[src/rtl/perceptron_pkg.sv]
// Shared types and helpers for the trainable perceptron classifier.
package perceptron_pkg;

    typedef enum logic [1:0] {
        ST_IDLE   = 2'd0,
        ST_ACCUM  = 2'd1,
        ST_DECIDE = 2'd2,
        ST_UPDATE = 2'd3
    } state_t;

    // Accumulator width wide enough that N_IN weights plus the bias never overflow.
    function automatic int unsigned acc_width(input int unsigned n_in, input int unsigned w_w);
        return w_w + int'($clog2(n_in + 1));
    endfunction

    // Signed w_w-bit value stepped by +1 or -1, clamped to the representable range.
    function automatic int sat_add(input int value, input logic up, input int w_w);
        int lo;
        int hi;
        int r;
        lo = -(2 ** (w_w - 1));
        hi = (2 ** (w_w - 1)) - 1;
        r  = up ? (value + 1) : (value - 1);
        if (r > hi) r = hi;
        if (r < lo) r = lo;
        return r;
    endfunction

endpackage

[src/rtl/perceptron_weight_bank.sv]
// Weight and bias storage: write port, indexed weight read, parallel saturating update.
module perceptron_weight_bank
    import perceptron_pkg::*;
#(
    parameter int unsigned N_IN   = 8,
    parameter int unsigned W_W    = 8,
    parameter int          W_INIT = 0,
    localparam int unsigned ADDR_W = $clog2(N_IN + 1),
    localparam int unsigned IDX_W  = $clog2(N_IN)
) (
    input  logic                     clk,
    input  logic                     rst_n,
    input  logic                     wr_en,
    input  logic [ADDR_W-1:0]        wr_addr,
    input  logic signed [W_W-1:0]    wr_data,
    input  logic [IDX_W-1:0]         rd_idx,
    output logic signed [W_W-1:0]    rd_data_c,
    output logic signed [W_W-1:0]    bias_c,
    input  logic                     upd_en,
    input  logic [N_IN-1:0]          upd_mask,
    input  logic                     upd_up
);

    // Entries 0..N_IN-1 are the weights, entry N_IN is the bias.
    logic signed [W_W-1:0] w [N_IN+1];
    logic [N_IN:0]         upd_sel_c;

    assign upd_sel_c = {1'b1, upd_mask};

    // Register update: reset, then host write, then learning step (never concurrent with a write).
    always_ff @(posedge clk) begin
        for (int i = 0; i < int'(N_IN) + 1; i++) begin
            if (!rst_n) begin
                w[i] <= W_W'(W_INIT);
            end else if (wr_en && (wr_addr == ADDR_W'(i))) begin
                w[i] <= wr_data;
            end else if (upd_en && upd_sel_c[i]) begin
                w[i] <= W_W'(sat_add(int'(w[i]), upd_up, int'(W_W)));
            end
        end
    end

    // Weight selected by the accumulation index.
    always_comb begin
        rd_data_c = w[0];
        for (int i = 1; i < int'(N_IN); i++) begin
            if (rd_idx == IDX_W'(i)) rd_data_c = w[i];
        end
    end

    assign bias_c = w[N_IN];

endmodule

[src/rtl/perceptron_learn.sv]
// Start/done perceptron core: serial MAC over binary inputs, threshold decision, optional learning step.
module perceptron_learn
    import perceptron_pkg::*;
#(
    parameter int unsigned N_IN   = 8,
    parameter int unsigned W_W    = 8,
    parameter int          W_INIT = 0,
    localparam int unsigned ADDR_W = $clog2(N_IN + 1),
    localparam int unsigned ACC_W  = acc_width(N_IN, W_W)
) (
    input  logic                     clk,
    input  logic                     rst_n,
    input  logic [N_IN-1:0]          x_in,
    input  logic                     start,
    input  logic                     train,
    input  logic                     target,
    input  logic                     wr_en,
    input  logic [ADDR_W-1:0]        wr_addr,
    input  logic signed [W_W-1:0]    wr_data,
    output logic                     busy,
    output logic                     done,
    output logic                     classification,
    output logic signed [ACC_W-1:0]  sum_out
);

    localparam int unsigned IDX_W = $clog2(N_IN);

    state_t                  state;
    logic [IDX_W-1:0]        idx;
    logic signed [ACC_W-1:0] acc;
    logic [N_IN-1:0]         x_q;
    logic                    train_q;
    logic                    target_q;

    logic signed [W_W-1:0]   rd_data_c;
    logic signed [W_W-1:0]   bias_c;
    logic signed [ACC_W-1:0] sum_c;
    logic                    decision_c;
    logic                    wr_en_c;
    logic                    upd_en_c;

    // Host writes only land while idle; the learning step fires in UPDATE.
    assign wr_en_c    = wr_en && (state == ST_IDLE);
    assign upd_en_c   = (state == ST_UPDATE);
    assign sum_c      = acc + ACC_W'(bias_c);
    assign decision_c = ~sum_c[ACC_W-1];

    perceptron_weight_bank #(
        .N_IN   (N_IN),
        .W_W    (W_W),
        .W_INIT (W_INIT)
    ) u_bank (
        .clk       (clk),
        .rst_n     (rst_n),
        .wr_en     (wr_en_c),
        .wr_addr   (wr_addr),
        .wr_data   (wr_data),
        .rd_idx    (idx),
        .rd_data_c (rd_data_c),
        .bias_c    (bias_c),
        .upd_en    (upd_en_c),
        .upd_mask  (x_q),
        .upd_up    (target_q)
    );

    // Transaction FSM with registered status and result outputs.
    always_ff @(posedge clk) begin
        if (!rst_n) begin
            state          <= ST_IDLE;
            idx            <= '0;
            acc            <= '0;
            x_q            <= '0;
            train_q        <= 1'b0;
            target_q       <= 1'b0;
            busy           <= 1'b0;
            done           <= 1'b0;
            classification <= 1'b0;
            sum_out        <= '0;
        end else begin
            done <= 1'b0;
            case (state)
                ST_IDLE: begin
                    if (start) begin
                        x_q      <= x_in;
                        train_q  <= train;
                        target_q <= target;
                        acc      <= '0;
                        idx      <= '0;
                        busy     <= 1'b1;
                        state    <= ST_ACCUM;
                    end
                end
                ST_ACCUM: begin
                    if (x_q[idx]) acc <= acc + ACC_W'(rd_data_c);
                    if (idx == IDX_W'(N_IN - 1)) begin
                        idx   <= '0;
                        state <= ST_DECIDE;
                    end else begin
                        idx <= idx + IDX_W'(1);
                    end
                end
                ST_DECIDE: begin
                    classification <= decision_c;
                    sum_out        <= sum_c;
                    if (train_q && (decision_c != target_q)) begin
                        state <= ST_UPDATE;
                    end else begin
                        done  <= 1'b1;
                        busy  <= 1'b0;
                        state <= ST_IDLE;
                    end
                end
                ST_UPDATE: begin
                    done  <= 1'b1;
                    busy  <= 1'b0;
                    state <= ST_IDLE;
                end
                default: begin
                    busy  <= 1'b0;
                    state <= ST_IDLE;
                end
            endcase
        end
    end

endmodule

[config.mk]
export PLATFORM = sky130hd
export DESIGN_NAME = perceptron_learn
export DESIGN_NICKNAME = d
export VERILOG_FILES = /design/src/rtl/perceptron_pkg.sv /design/src/rtl/perceptron_weight_bank.sv /design/src/rtl/perceptron_learn.sv
export SDC_FILE = /design/constraint.sdc
export NUM_CORES = 1
export LEC_CHECK = 0
export BUFFER_PORTS_ARGS = -buffer_cell sky130_fd_sc_hd__buf_2
export CORE_MARGIN = 10
export CORE_UTILIZATION = 55
export DETAILED_ROUTE_END_ITERATION = 8
export GPL_ROUTABILITY_DRIVEN = 0
export GPL_TIMING_DRIVEN = 0
export PLACE_DENSITY = 0.72
export SLEW_MARGIN = 20
export SYNTH_ARGS = -nofsm -noshare
export SYNTH_HDL_FRONTEND = slang
export SYNTH_HIERARCHICAL = 1
export SYNTH_SLANG_ARGS = --single-unit
[constraint.sdc]
create_clock -name clk -period 4.6 [get_ports clk]
set_clock_uncertainty 0.15 [all_clocks]
set_input_delay 0.92 -clock clk [delete_from_list [all_inputs] [get_ports clk]]
set_output_delay 0.92 -clock clk [all_outputs]
set_load 0.01 [all_outputs]
======== Yosys cells after proc, flatten, opt, wreduce, memory -nomap -nowiden ========
Memory sizes are Yosys's and may differ from the RTL's.
Index checks and enable logic that the tools add are counted.
word-level totals
  bits in registers ....................... 42
  latch bits .............................. 0
  output and inout port bits .............. 15
  memory bits (writable) .................. 72
  ROM bits ................................ 0
  input bits .............................. 26
  memories kept ........................... 1
memory list
  memory    depth  width  read ports  clocked after memory_dff  write ports  line                          source
  u_bank.w  9      8      9           0                         9            perceptron_weight_bank.sv:25  logic signed [W_W-1:0] w [N_IN+1];
operators by class
  div/mod/pow operators ................... 0
  muxes and demuxes ....................... 187
  magnitude comparators ................... 19
  multiply operators ...................... 0
  reductions and logical operators ........ 28
  shift-type cells ........................ 0
  $add $sub $neg .......................... 21
  bitwise logic cells ..................... 19
  eq/ne operators ......................... 23
operator list
  kind                                                            number
  2-to-1 mux 32 bit                                               45
  2-to-1 mux 8 bit                                                61
  greater-than comparator 32 x 8 -> 1 bit, second input constant  9
  < comparator 32 x 8 -> 1 bit, second input constant             9
  adder 8 x 2 -> 9 bit, second input constant                     9
  subtractor 8 x 2 -> 9 bit, second input constant                9
  2-to-1 mux 1 bit                                                68
  adder 12 x 8 -> 12 bit                                          2
  2-to-1 mux 12 bit                                               2
  one-hot mux 12 bit (2 select lines)                             1
  logical AND 1 bit                                               19
  OR 1 bit                                                        18
  == test 4 x 3 -> 1 bit, second input constant                   4
  == test 3 bit, second input constant                            4
  == test 4 x 2 -> 1 bit, second input constant                   2
  inequality test 2 bit, second input constant                    4
  one-hot mux 2 bit (4 select lines)                              1
  == test 3 x 2 -> 1 bit, second input constant                   2
  2-to-1 mux 2 bit                                                3
  2-to-1 mux 3 bit                                                2
  one-hot mux 3 bit (2 select lines)                              1
  AND reduction 2 bit                                             3
  AND reduction 3 bit                                             2
  == test 2 bit, second input constant                            2
  15 further kinds                                                15

======== Depth between registers and ports, before layout ========
An unclocked memory read counts as a cell.
  depth after elaboration ................. 14
  gate-level depth with buffers ........... 17
  gate-level depth less buffers ........... 15

======== Modules after synthesis ========
The synthesis kept the hierarchy.
by module, submodules not included
  module                  instances  area an instance (sq um)  cells an instance  seq. area each (sq um)
  perceptron_weight_bank  1          7175.6                    846                2162.1
  perceptron_learn        1          2642.5                    307                840.8

======== Least setup slack after synthesis ========
Ideal clock, no wire load.
  path kind ............................... register to register
  start point ............................. register target_q
  end point ............................... memory u_bank.w[6][3], data pin
  arrival time ............................ 3.624 ns
  path slack .............................. 0.569 ns
  required time ........................... 4.194 ns
  period minus slack after synthesis ...... 4.031 ns
  stages on the path, launching flop included .. 9
  path buffers ............................ 0
  cell sequence ........................... dfxtp_1 -> inv_1 -> ha_1 -> a211oi_1 -> nor2_1 -> o21ai_0 -> mux2i_1 -> o21ai_0 -> a22o_1
RTL lines
  item                    line                          source
  start, declared         perceptron_learn.sv:33        logic target_q;
  start signal, assigned  perceptron_learn.sv:86        target_q <= target;
  end, declared           perceptron_weight_bank.sv:25

======== Worst setup path after layout ========
  start point ............................. register idx[2]
  end point ............................... register acc[10]
between the ends
  word-level cells in the longest chain between the ends .. 11
  elaborated cells on any way between the ends .. 21
  classes of those cells .................. 1 x add/sub; 8 x eq/ne; 11 x mux; 1 x reduce/logical
RTL lines
  item                                   line                          source
  start, declared                        perceptron_learn.sv:29        logic [IDX_W-1:0] idx;
  start signal, assigned                 perceptron_learn.sv:99        idx <= idx + IDX_W'(1);
  == test 3 x 1 -> 1 bit                 perceptron_weight_bank.sv:47  if (rd_idx == IDX_W'(i)) rd_data_c = w[i];
  2-to-1 mux 8 bit (6 in a row)          perceptron_weight_bank.sv:47
  2-to-1 mux 8 bit *                     perceptron_weight_bank.sv:47
  via rd_data_c[0]                       perceptron_learn.sv:35        logic signed [W_W-1:0] rd_data_c;
  adder 12 x 8 -> 12 bit *               perceptron_learn.sv:94        if (x_q[idx]) acc <= acc + ACC_W'(rd_data_c);
  2-to-1 mux 12 bit *                    perceptron_learn.sv:94
  one-hot mux 12 bit (2 select lines) *  perceptron_learn.sv:81        case (state)
  end signal, assigned                   perceptron_learn.sv:94
  end, declared                          perceptron_learn.sv:30        logic signed [ACC_W-1:0] acc;
Mark *: on every way through the listed nets, which the timed path passes. The rest lies on a longest branch. The select of a mux whose other input is x is not followed.
A chain may end at the register's enable or synchronous reset.

==> qor.yml <==
setup_path:
  arrival_ns: 4.57
  critPathKind: "flop to flop"
  critPathMaxFanout: 10
  crit_path_start: "idx[2]$_SDFFE_PN0P_"
  reg2regPathDepth: 16
  end_kind: "flop"
  reg2reg_from: "idx[2]$_SDFFE_PN0P_"
  cp.required_ns: 4.76
  worst_setup_path_start_kind: "flop"
synthesis:
  yosys.area_share.simple_pct: 19.6
  ys_ff_latch: 114
  synth_fp_nets: 1281
  yosys_warnings: 6
  synth_xor_xnor_area_share_pct: 4.82
  synth_seq_area_share_pct: 30.6
  avgSynthCellArea_um2: 8.52
  synth_mux_area_share_pct: 3.64
  synthAdderAreaFrac_pct: 13.8
  syn_inst: 1153
  synth_ff_type: "edfxtp_1"
  yosysUniqueCellTypes: 71
  synth-compound-area-share_pct: 25.1
  synth_top_family_by_area: "compound AO/OA/AOI/OAI gates"
  synth_edf_count: 72
  synthArstFlopShare_pct: 0
  synthesis.area_mm2: 0.00982
routing:
  first_pass_iters: 5
  drt_wl_total_mm: 26.8
  antenna_left: 0
  drc: 0
  dr_total_vias: 8916
  drt_iter0_markers: 628
  wl_per_cell_um: 18.6
  routed_via_density: 6.18
clock_tree:
  cts_buffers: 17
  cts-resized-gates: 0
  root_buffer: "clkbuf_16"
  cts_tree: "built"
  clk_latency_ns: 0.43
  cts_setup_buffers: 0
  path_clk_slew_ns: 0.06
  hold_buffers: 0
  clkSinkCount: 114
  cts_htree_levels: 4
  clk_path_buf_depth: 2
sta:
  period_share_pct: 95.8
  timing.final.crit_period_ns: 4.41
  final-max-slew-violation-count: 0
  tightest_slew_ns: 1.07
  rsz0062_at_grt: "no"
  setup_violations: 0
  finalHoldViolCount: 0
  max_slew_margin_pct: 28.8
  fmax_mhz: 227
power:
  switching_share_pct: 38.1
  intPower_mw: 2.71
  power-per-cell-area_mw_per_mm2: 404
  power_switching_mw: 1.67
  p_leak_nw: 4.32
  vdd_drop_max_mv: 0.277
  clock_power_share_pct: 29.3
  p_seq_share_pct: 28.8
  power.share.combinational_pct: 41.9
  power.total_mw: 4.38
die:
  die_area_mm2: 0.0236
  core_mm2: 0.0174
  placementRows: 48
  die_y_um: 154
  die_x_um: 154
  start_util_pct: 56.4
  ios: 41
place:
  io_buffers: 32
  place_inst: 1411
  dp_hpwl_mm: 20.4
finish:
  nets: 1333
  drive_gt1_share_pct: 8.78
  ff_latch_area_mm2: 0.00300
  n_antenna_cell: 0
  n_fill_cell: 1556
  area.growth.synth_to_final_pct: 10.6
  multi_input_area_mm2: 0.00658
  fin_cells: 1443
global_routing:
  grt_pass1_wl_mm: 43.0
  grt_max_degree: 41
  overflow: 0
  grt_usage_pct: 22.2
  grt_antenna_before_repair: 0
  grt_pass1_vias: 8485
worst_hold_path:
  hp-class: "flop to flop"
  worstHoldStart: "train_q$_SDFFE_PN0P_"
  hold_depth: 2
job:
  max_cap_viol_count: 0
run_status:
  status: "complete, no violations"
power groups by stage:
stage	registers, mW	clock network [mW]	logic [mW]
after CTS	1.26	1.29	1.82
after detailed placement	1.28	0	1.80
after global placement	1.28	0	1.77
after floorplan	1.25	0	1.42
after global routing	1.27	1.33	2.06
final	1.26	1.28	1.84
cells in the mapped netlist (6+ instances only):
| library cell | number | area (um2) |
|---|---|---|
| nor2_1 | 122 | 458 |
| buf_1 | 10 | 37.5 |
| nand2b_1 | 15 | 93.8 |
| nor2b_1 | 18 | 113 |
| nor3_1 | 20 | 100 |
| xor2_1 | 19 | 166 |
| a21oi_1 | 93 | 465 |
| dfxtp_1 | 42 | 841 |
| mux2i_1 | 17 | 170 |
| nand2_1 | 130 | 488 |
| ha_1 | 91 | 1140 |
| nand3b_1 | 7 | 52.6 |
| and2_1 | 7 | 43.8 |
| or2_2 | 10 | 62.6 |
| fa_1 | 11 | 220 |
| a21o_1 | 28 | 210 |
| a221o_1 | 6 | 60.1 |
| a211oi_1 | 29 | 218 |
| o21bai_1 | 21 | 158 |
| inv_1 | 27 | 101 |
| o21ai_0 | 115 | 576 |
| clkbuf_1 | 19 | 71.3 |
| a22oi_1 | 9 | 67.6 |
| xnor2_1 | 35 | 307 |
| edfxtp_1 | 72 | 2160 |
| a22o_1 | 16 | 140 |
| o21a_1 | 15 | 113 |
| or3_1 | 10 | 62.6 |
| nand3_1 | 34 | 170 |
| o22ai_1 | 7 | 43.8 |
per-layer routing:
| metal | routed length (um) | global-route usage [%] | up-vias |
|---|---|---|---|
| met3 | 1690 | 4.52 | 64 |
| met5 | 0 | 0 | - |
| met4 | 768 | 8.55 | 0 |
| li1 | - | - | 4399 |
| met1 | 11600 | 27.4 | 4160 |
| met2 | 12800 | 37.2 | 293 |
final cells by class:
cell class / count / share of cell area [%]
Multi-Input combinational cell: 978 / 60.6
Sequential cell: 114 / 27.7
Clock buffer: 18 / 3.95
Tap cell: 225 / 2.59
Timing Repair Buffer: 33 / 1.66
Clock inverter: 14 / 1.30
Buffer: 33 / 1.22
Inverter: 28 / 0.991
stage by stage:
stage	worst slack, ns	cell area [um2]	TNS (ns)	hold WS [ns]	utilization, %
floorplan	0.569	9820	0	0.286	-
global placement	-0.553	10300	-15.82	0.311	58.9
detailed placement	0.232	10300	0	0.314	59.0
CTS	0.203	10900	0	0.322	62.3
global route	0.00406	10900	0	0.342	62.3
finish	0.195	10900	0	0.322	62.3
layout by cell type, fill, tap and decap left out, drive strengths merged, types with 7 or more instances in the layout:
cell type / count
xnor2: 35
nand3: 34
o21bai: 21
a22o: 16
nand2: 130
mux2i: 20
dfxtp: 42
nand2b: 15
nor2: 124
nor2b: 18
a21o: 28
or3: 10
nor3: 21
buf: 46
a22oi: 9
o22ai: 7
edfxtp: 72
a211oi: 29
clkbuf: 38
or2: 11
xor2: 19
clkinv: 9
ha: 91
nand3b: 7
and2: 8
o21a: 15
inv: 28
fa: 11
a21oi: 94
o21ai: 117
state kept, by name (all words and copies together) (netlist names):
| register | flops |
|---|---|
| acc | 12 |
| busy | 1 |
| classification | 1 |
| done | 1 |
| idx | 3 |
| state | 2 |
| sum_out | 12 |
| target_q | 1 |
| train_q | 1 |
| u_bank/w | 72 |
| x_q | 8 |
path summary, 6_finish.rpt:
kind                          endpoint  slack (ns)
setup / recovery  acc[10]$_SDFFE_PN0P_        0.19
hold reg to reg   train_q$_SDFFE_PN0P_        0.32
hold / removal    train_q$_SDFFE_PN0P_        0.32
setup reg to reg  acc[10]$_SDFFE_PN0P_        0.19
logic make-up (layout without fill, tap and decap cells):
| family | after synthesis | after routing |
|---|---|---|
| mux | 29 | 29 |
| buf+inv | 61 | 126 |
| flops | 114 | 114 |
| compound gates | 385 | 385 |
| fa+ha+maj | 102 | 102 |
| simple gates | 408 | 408 |
| xor+xnor | 54 | 54 |
critical path: stages, from the launching register on:
cell and delay [ns]:
dfxtp_1 0.39, clkbuf_1 0.33, clkbuf_2 0.30, nand2_1 0.30
o221ai_1 0.36, nor2b_1 0.11, a21oi_1 0.14, o21ai_0 0.20
ha_1 0.29, fa_1 0.41, a21o_1 0.17, a21o_1 0.19
a21oi_1 0.21, o21ai_0 0.16, a211oi_1 0.28, xor2_1 0.19
o21ai_0 0.10
(Power assumes the default switching activity.)
